## src/rtl/input_debouncer.sv

```systemverilog
// Debounces one noisy asynchronous level input into a clean level on CLK,
// with single-cycle RISE/FALL pulses on every accepted transition.
module input_debouncer #(
    parameter int STABLE_CYCLES = 1_000_000,
    parameter int SYNC_STAGES   = 2,
    parameter int CNT_W         = $clog2(STABLE_CYCLES + 1)
) (
    input  logic CLK,
    input  logic RST,
    input  logic IN,
    output logic OUT,
    output logic RISE,
    output logic FALL
);

    localparam logic [CNT_W-1:0] CNT_LAST = CNT_W'(STABLE_CYCLES - 1);

    logic [SYNC_STAGES-1:0] sync_reg;
    logic                   sync_in;
    logic [CNT_W-1:0]       cnt_reg;
    logic [CNT_W-1:0]       cnt_next;
    logic                   out_reg;
    logic                   out_next;
    logic                   rise_next;
    logic                   fall_next;
    logic                   rise_reg;
    logic                   fall_reg;

    // IN is only ever touched by the first synchronizer stage.
    always_ff @(posedge CLK) begin
        if (RST) begin
            sync_reg <= '0;
        end else begin
            sync_reg[0] <= IN;
            for (int i = 1; i < SYNC_STAGES; i++) begin
                sync_reg[i] <= sync_reg[i-1];
            end
        end
    end

    assign sync_in = sync_reg[SYNC_STAGES-1];

    // Counter saturates at CNT_LAST, where the output flips and it restarts.
    always_comb begin
        cnt_next  = '0;
        out_next  = out_reg;
        rise_next = 1'b0;
        fall_next = 1'b0;
        if (sync_in != out_reg) begin
            if (cnt_reg == CNT_LAST) begin
                out_next  = sync_in;
                rise_next = sync_in;
                fall_next = ~sync_in;
            end else begin
                cnt_next = cnt_reg + CNT_W'(1);
            end
        end
    end

    always_ff @(posedge CLK) begin
        if (RST) begin
            cnt_reg  <= '0;
            out_reg  <= 1'b0;
            rise_reg <= 1'b0;
            fall_reg <= 1'b0;
        end else begin
            cnt_reg  <= cnt_next;
            out_reg  <= out_next;
            rise_reg <= rise_next;
            fall_reg <= fall_next;
        end
    end

    assign OUT  = out_reg;
    assign RISE = rise_reg;
    assign FALL = fall_reg;

endmodule

```

## config.mk

```make
export PLATFORM = sky130hd
export DESIGN_NAME = input_debouncer
export DESIGN_NICKNAME = d
export VERILOG_FILES = /design/src/rtl/input_debouncer.sv
export SDC_FILE = /design/constraint.sdc
export NUM_CORES = 1
export LEC_CHECK = 0
export BUFFER_PORTS_ARGS = -buffer_cell sky130_fd_sc_hd__buf_2
export CORE_MARGIN = 2
export CORE_UTILIZATION = 57
export DETAILED_ROUTE_END_ITERATION = 6
export PLACE_DENSITY = 0.82
export SLEW_MARGIN = 20
export SYNTH_ARGS = -nofsm -noshare
export SYNTH_HDL_FRONTEND = slang
export SYNTH_SLANG_ARGS = --single-unit
```

## constraint.sdc

```tcl
create_clock -name CLK -period 2.4 [get_ports CLK]
set_input_delay 0.24 -clock CLK [delete_from_list [all_inputs] [get_ports CLK]]
set_output_delay 0.24 -clock CLK [all_outputs]
set_load 0.01 [all_outputs]
```

==> results.py <==
metrics = {
    "outcome": {
        "status": "finished clean",
    },
    "floorplan": {
        "die_w_um": 47.4,
        "die_y_um": 47.4,
        "core-area_sq_um": 1750,
        "rows": 15,
        "io_pins": 6,
        "start_util": 0.615,
        "design.die.area_sq_um": 2250,
    },
    "final_layout": {
        "synthToLayoutAreaGrowth_pct": 8.27,
        "largest_reg_flops": 20,
        "final_nets": 134,
        "insertedDiodeCount": 0,
        "fin_area_sq_um": 1160,
        "drive_gt1_frac": 0.101,
    },
    "detailed_routing": {
        "vias": 861,
        "routed_wl_um": 1790,
        "drt_iter0_markers": 35,
        "dr.pass1.iters": 6,
        "final_antenna_net_count": 0,
        "routedWlPerCell_um": 11.6,
        "drc": 0,
        "viasPerCell": 5.59,
    },
    "grt": {
        "grt_pass1_wl_um": 3070,
        "grt_pass1_vias": 740,
        "antenna_found_initial": 0,
        "grt_start_max_net_pins": 16,
        "grt_use_total": 0.192,
        "grt-ovfl-total": 0,
    },
    "clocking": {
        "root_buffer": "clkbuf_4",
        "cts_max_path_buffers": 2,
        "clkTransAtPathRegs_ps": 130,
        "tritoncts": "built",
        "cts_hold_buf": 0,
        "numCtsBuffers": 3,
        "clk_latency_ps": 310,
        "ctsResizeCount": 0,
        "cts_max_level": 1,
        "post_cts_buffers": 0,
        "clock-sinks": 25,
    },
    "timing": {
        "tns_ps": 0,
        "fmax_mhz": 468,
        "period_needed_ps": 2140,
        "hold_violations": 0,
        "setup_viol": 0,
        "worst_slew_pin_slew_ps": 487,
        "finClkSkew_ps": 1.20,
        "rsz0062_at_grt": "no",
        "setup_slack_ps": 264,
        "post-route-period-util": 0.890,
        "relSlewSlack": 0.671,
        "slew_viol_final": 0,
    },
    "critical_path": {
        "start_kind": "flop",
        "rr_worst_depth": 5,
        "required_ps": 2650,
        "path_max_fanout": 7,
        "critical_path_arrival_ps": 2390,
        "crit_type": "reg2reg",
        "cp-end-kind": "flop",
    },
    "power_and_ir_drop": {
        "power.leakage_uw": 0.000361,
        "irDropWorstVdd_uv": 411,
        "power.density_nw_per_um2": 524,
    },
    "flow_run": {
        "cap_violations": 0,
    },
    "yosys": {
        "ys_types": 27,
        "synthTopCellsByArea": "dfxtp_1, xnor2_1, nor2_1, a21oi_1, xor2_1",
        "synth_top_cell_by_area": "dfxtp_1",
        "ys_ff_latch": 25,
        "synth_top_area_share": 0.466,
        "syn_area_per_cell_sq_um": 8.87,
        "syn_inst": 121,
        "ys_seq_area_frac": 0.466,
        "synth_area_sq_um": 1070,
        "yosysWarningCount": 0,
        "synth_nets": 125,
    },
    "placement": {
        "placed_area_sq_um": 1130,
        "portBuffers": 5,
        "dp_slack_ps": 302,
        "place_congestion": 0.776,
        "dp_hpwl_um": 1340,
    },
    "hold_path": {
        "hold_path_depth": 2,
        "hold_class": "in2reg",
    },
}
## cell type report
class | count | area (sq um)
inverters | 4 | 15.0
fillers | 168 | 583
repair buffers | 7 | 40.0
multi-input cells | 89 | 546
flip-flops and latches | 25 | 500
clock buffers | 3 | 22.5
clock inverters | 1 | 7.51
well taps | 25 | 31.3
## cell usage after synthesis (all sizes together)
cell / number
dfxtp: 25
nor2: 15
xnor2: 9
a21oi: 7
nand2: 7
nand3: 6
o21ai: 6
nand4: 5
or3: 5
inv: 4
nor3: 4
or4: 4
xor2: 4
and3: 3
nor2b: 3
clkbuf: 2
nor4b: 2
o31ai: 2
and4: 1
buf: 1
ha: 1
nand2b: 1
nand4b: 1
nor3b: 1
nor4: 1
or2: 1
## cell families (layout without fill, tap and decap cells)
logic type	after synthesis	after routing	share of synthesized area
buffers and inverters	7	15	0.0256
XOR/XNOR	13	13	0.106
adder cells (fa/ha/maj)	1	1	0.0117
AO/OA/AOI/OAI	15	15	0.0746
AND/OR/NAND/NOR	60	60	0.316
flip-flops	25	25	0.466
## report_power, final
group	internal [uW]	switching [uW]	leakage, uW
logic	4.06	4.92	0.000145
registers	417	1.30	0.000202
clock network	63.5	118	0.0000139
total	485	125	0.000361
## worst paths after layout
kind / startpoint / endpoint / slack, ps
setup / recovery: cnt_reg[0] / cnt_reg[18] / 260
setup reg to reg: cnt_reg[0] / cnt_reg[18] / 260
hold reg to reg: sync_reg[0] / sync_reg[1] / 450
hold / removal: RST / OUT / 120
## per-layer routing
metal | vias up | share of wire | GRT usage
met1 | 399 | 0.45 | 0.251
met2 | 18 | 0.50 | 0.308
met3 | 2 | 0.038 | 0.0346
met4 | 0 | 0.0084 | 0.0833
met5 | - | 0 | 0
li1 | 442 | - | -
## placed cells by master, fill, tap and decap left out, types with 4 or more instances in the layout
master	n
a21oi_1	7
buf_2	5
dfxtp_1	25
inv_1	4
nand2_1	7
nand3_1	6
nand4_1	4
nor2_1	15
nor3_1	4
o21ai_0	5
or3_1	5
or4_1	4
xnor2_1	9
xor2_1	4
## worst max-delay path, cell delays in order, from the launching register on
cell	delay, ps
dfxtp_1	420
ha_1	280
nand2_1	100
or4_1	640
or4_1	510
a21oi_1	140
## through the flow
step	std cells	utilization	hold WS, ps	total power (uW)
floorplan	121	-	309	432
global placement	150	0.649	416	436
detailed placement	150	0.649	424	437
CTS	154	0.666	97.6	620
global route	154	0.666	107	635
finish	154	0.666	116	609
Power figures use the tool's default switching activity.
